### src/rtl/pc_next_unit.sv
// Program counter and next-PC selection for the single-cycle MIPS core, with RUN/HALT/ERR control.
// Defining PC_BRANCH_STATS_EN adds saturating branch_cnt/taken_cnt counters.
module pc_next_unit #(
    parameter logic [31:0] RESET_PC = 32'h0000_3000,
    parameter int          PC_W     = 32
) (
    input  logic            clk,
    input  logic            rst_n,
    input  logic            en,
    input  logic            branch_taken,
    input  logic            is_branch,
    input  logic            is_jump,
    input  logic            is_jr,
    input  logic [15:0]     imm16,
    input  logic [25:0]     jaddr26,
    input  logic [PC_W-1:0] rs_data,
    input  logic            halt_req,
    input  logic            resume,
    output logic [PC_W-1:0] pc,
    output logic [PC_W-1:0] pc_plus4,
    output logic            halted,
    output logic            misaligned
`ifdef PC_BRANCH_STATS_EN
    ,
    output logic [31:0]     branch_cnt,
    output logic [31:0]     taken_cnt
`endif
);

    typedef enum logic [1:0] {
        ST_RUN  = 2'd0,
        ST_HALT = 2'd1,
        ST_ERR  = 2'd2
    } state_t;

    state_t          state, state_d;
    logic [PC_W-1:0] pc_d;
    logic [PC_W-1:0] branch_off;
    logic [PC_W-1:0] branch_tgt;
    logic [PC_W-1:0] jump_tgt;
    logic [PC_W-1:0] next_pc;

    assign pc_plus4   = pc + 32'd4;
    assign branch_off = {{14{imm16[15]}}, imm16, 2'b00};
    assign branch_tgt = pc_plus4 + branch_off;
    assign jump_tgt   = {pc_plus4[31:28], jaddr26, 2'b00};

    // Only jr can produce a misaligned target; the other sources are aligned by construction.
    always_comb begin
        next_pc = pc_plus4;
        if (is_jr)
            next_pc = rs_data;
        else if (is_jump)
            next_pc = jump_tgt;
        else if (is_branch && branch_taken)
            next_pc = branch_tgt;
    end

    always_comb begin
        state_d = state;
        pc_d    = pc;
        if (en) begin
            case (state)
                ST_RUN: begin
                    if (halt_req)
                        state_d = ST_HALT;
                    else if (next_pc[1:0] != 2'b00)
                        state_d = ST_ERR;
                    else
                        pc_d = next_pc;
                end
                ST_HALT: begin
                    if (resume && !halt_req)
                        state_d = ST_RUN;
                end
                ST_ERR:  state_d = ST_ERR;
                default: state_d = ST_ERR;
            endcase
        end
    end

    always_ff @(posedge clk or negedge rst_n) begin
        if (!rst_n) begin
            state <= ST_RUN;
            pc    <= RESET_PC;
        end else begin
            state <= state_d;
            pc    <= pc_d;
        end
    end

    assign halted     = (state == ST_HALT);
    assign misaligned = (state == ST_ERR);

`ifdef PC_BRANCH_STATS_EN
    logic branch_evt;
    logic taken_evt;

    assign branch_evt = en && (state == ST_RUN) && !halt_req && is_branch;
    assign taken_evt  = branch_evt && branch_taken && (next_pc[1:0] == 2'b00);

    // Counters stick at all-ones rather than wrapping.
    always_ff @(posedge clk or negedge rst_n) begin
        if (!rst_n) begin
            branch_cnt <= 32'd0;
            taken_cnt  <= 32'd0;
        end else begin
            if (branch_evt && (branch_cnt != 32'hFFFF_FFFF))
                branch_cnt <= branch_cnt + 32'd1;
            if (taken_evt && (taken_cnt != 32'hFFFF_FFFF))
                taken_cnt <= taken_cnt + 32'd1;
        end
    end
`endif

endmodule
### config.mk
export PLATFORM = sky130hd
export DESIGN_NAME = pc_next_unit
export DESIGN_NICKNAME = d
export VERILOG_FILES = /design/src/rtl/pc_next_unit.sv
export SDC_FILE = /design/constraint.sdc
export NUM_CORES = 1
export LEC_CHECK = 0
export CAP_MARGIN = 20
export CORE_ASPECT_RATIO = 1.25
export CORE_MARGIN = 2
export CORE_UTILIZATION = 51
export CTS_BUF_LIST = sky130_fd_sc_hd__clkbuf_2
export CTS_CLUSTER_SIZE = 8
export DETAILED_ROUTE_END_ITERATION = 12
export HOLD_SLACK_MARGIN = 0.1
export PLACE_DENSITY = 0.85
export SYNTH_ARGS = -nofsm -noshare
export SYNTH_HDL_FRONTEND = slang
export SYNTH_SLANG_ARGS = --single-unit
export TNS_END_PERCENT = 10
### constraint.sdc
create_clock -name clk -period 9.55 [get_ports clk]
set_input_delay 1.91 -clock clk [delete_from_list [all_inputs] [get_ports clk]]
set_output_delay 1.91 -clock clk [all_outputs]
set_load 0.05 [all_outputs]
==> metrics.txt <==
status=completed; Min-Delay Path Class=flop to flop; max-slew violation count=0; final worst path period share=0.591; WL final=15.6 mm; Initial Utilization=0.531; H-tree Lvls=2; syn nets=roughly 670; final hold vios=0; vias in the first global route=4835; initial DRC count=around 510; Die X-Extent=85 µm; number of core rows=36; GPL Wtd Cong=a little under 1; die area=approximately 8900 µm²; Sink Count=34; worst slew pin tran=between 0.8 and 0.9 ns; initial antenna violation count=0; Post-synth top flop=dfrtp_1; first-pass GRT wire length=~25 mm; multi-input logic area=3160 µm²; crit path max fanout=7; CP required=about 7.6 ns; worst-case clock buffer depth=2; Register Area=between 800 and 900 µm²; Port Buffers=~150; Total GRT Usage=0.342; CP Capture Type=primary output; drt drc=0; YS warnings=0; Post-Syn Area=roughly 4200 µm²; sequential share of the synthesized area=0.204; Setup Viol. Count Final=0; CTS tree=yes; share of the synthesized area in the top cell type=0.191; antenna fix cells=0; Finished Core Util=0.729; CTS clk-pin slew, worst paths=0.18 ns; commonest cells in the netlist=59 x nand2_1, 52 x nor2_1, 47 x a21oi_1; Post-synth EDFFs=0; Power per Cell Area=340 nW/µm²; synth unique cells=63; post-DP HPWL=about 12 mm; startpoint types=flop; top-count cell post-synth=nand2_1; Async S/R FF share, synth=1.00; core area=between 7000 and 8000 µm²; Layout area overhead=37.3%; Syn Inst Count=around 550; total CTS buffers=5; top cell type by total area after synthesis=dfrtp_1; filler cell count=about 630; WP data arrival=between 3 and 4 ns; Max Clk Rate=177 MHz; clk_skew=slightly below 0.008 ns; NumNets Final=around 800; routed vias/inst=6.42; via count=5011; remaining antenna violation count after routing=0; die height=between 100 and 150 µm; Pre-antenna DRT Iters=5; RSZ-0062 raised after global routing=false; Setup TNS=0 ns; postcts setup bufs=0; Leak=approximately 2.4 nW; clk_lat worst skew=about 0.42 ns; Yosys reg bits=34; Max-cap violations=0; cts hold-fix bufs=0; Syn Area/Cell=7.58 µm²; Final min period=around 5.6 ns; CTS root buf=clkbuf_2; layout cell share with drive strength beyond 1=0.0437; Overflow after GRT=0; Worst VDD drop=roughly 0.00038 V; post-cts resize count=0; I/O Pins=approximately 150; Slew HR=0.417; largest net degree at the start of global routing=35; Worst Setup Path Type=flop to primary output; Synth area leaders=dfrtp_1 19%, ha_1 11%, a21oi_1 5.6%, xnor2_1 5.4%, xor2_1 5.4%; DR WL/cell=19.9 µm
## registers in the layout, summed over array words and instances, names as in the netlist
signal,count
pc,32
state,2
## layout by cell type, fill, tap and decap left out, types with 7 or more instances in the layout
master / count
ha_1: 36
dfrtp_1: 32
nor2_1: 52
a31oi_1: 9
a21oi_1: 47
nor3_1: 8
nand3_1: 25
a21o_1: 12
or3_1: 7
xor2_1: 26
nand2_1: 59
o22ai_1: 9
inv_1: 11
and3_1: 19
clkdlybuf4s50_1: 148
nand4_1: 8
xnor2_1: 26
nor2b_1: 8
o21ai_0: 40
o211ai_1: 11
## path summary, 6_finish.rpt
path | from | end | slack [ns] | cells after the start
worst max-delay path | pc[2] | pc_plus4[28] | 3.90 | 9
worst min-delay path | pc[0] | pc[0] | 0.57 | 1
worst max register to register | pc[2] | pc[31] | 4.99 | 16
worst min register to register | pc[0] | pc[0] | 0.57 | 1
max in group asynchronous | rst_n | pc[13] | 7.29 | 2
min in group asynchronous | rst_n | pc[29] | 1.90 | 2
## metal layers
layer | global-route usage | vias to the layer above | part of all wire
met1 | 0.433 | 2359 | 0.39
met5 | 0 | - | 0
met3 | 0.0572 | 35 | 0.089
met2 | 0.578 | 303 | 0.49
met4 | 0.133 | 0 | 0.033
li1 | - | 2314 | -
## logic make-up after synthesis
| logic type | Yosys count | synth area share |
|---|---|---|
| flops | 34 | 0.204 |
| compound gates | 185 | 0.299 |
| mux | 1 | 0.00239 |
| fa+ha+maj | 37 | 0.112 |
| xor+xnor | 52 | 0.109 |
| simple gates | 203 | 0.232 |
| buf+inv | 40 | 0.0416 |
## final cells by class
| cell class | count | area share |
|---|---|---|
| Sequential cell | 34 | 0.149 |
| Inverter | 12 | 0.00784 |
| Clock buffer | 6 | 0.00523 |
| Timing Repair Buffer | 154 | 0.266 |
| Clock inverter | 2 | 0.00153 |
| Multi-Input combinational cell | 478 | 0.550 |
| Tap cell | 95 | 0.0207 |
## critical path, cell delays in order, from the launching register on
cell and delay (ns):
dfrtp_1 0.52, ha_1 0.25, and4_1 0.32, nand4_1 0.20, or2_2 0.40, nand2b_1 0.18, inv_1 0.09, and3_1 0.25
xor2_1 0.26, clkdlybuf4s50_1 0.85
## per-stage QoR
step           worst slack (ns)  hold slack [ns]  power, mW  instances  area (µm²)
2_1_floorplan              4.51            0.495       1.37        552        4180
3_3_place_gp               4.06            0.525       1.82        773        5700
3_5_place_dp               3.97            0.536       1.85        773        5700
4_1_cts                    3.97            0.579       1.93        781        5740
5_1_grt                    3.73            0.602       2.05        781        5740
6_report                   3.90            0.570       1.95        781        5740
## power breakdown
part	leakage (nW)	internal (mW)	switching [mW]
clock network	0.0304	0.0180	0.0547
registers	0.416	0.204	0.101
logic	2.00	0.568	1.01
(Power assumes the default switching activity.)
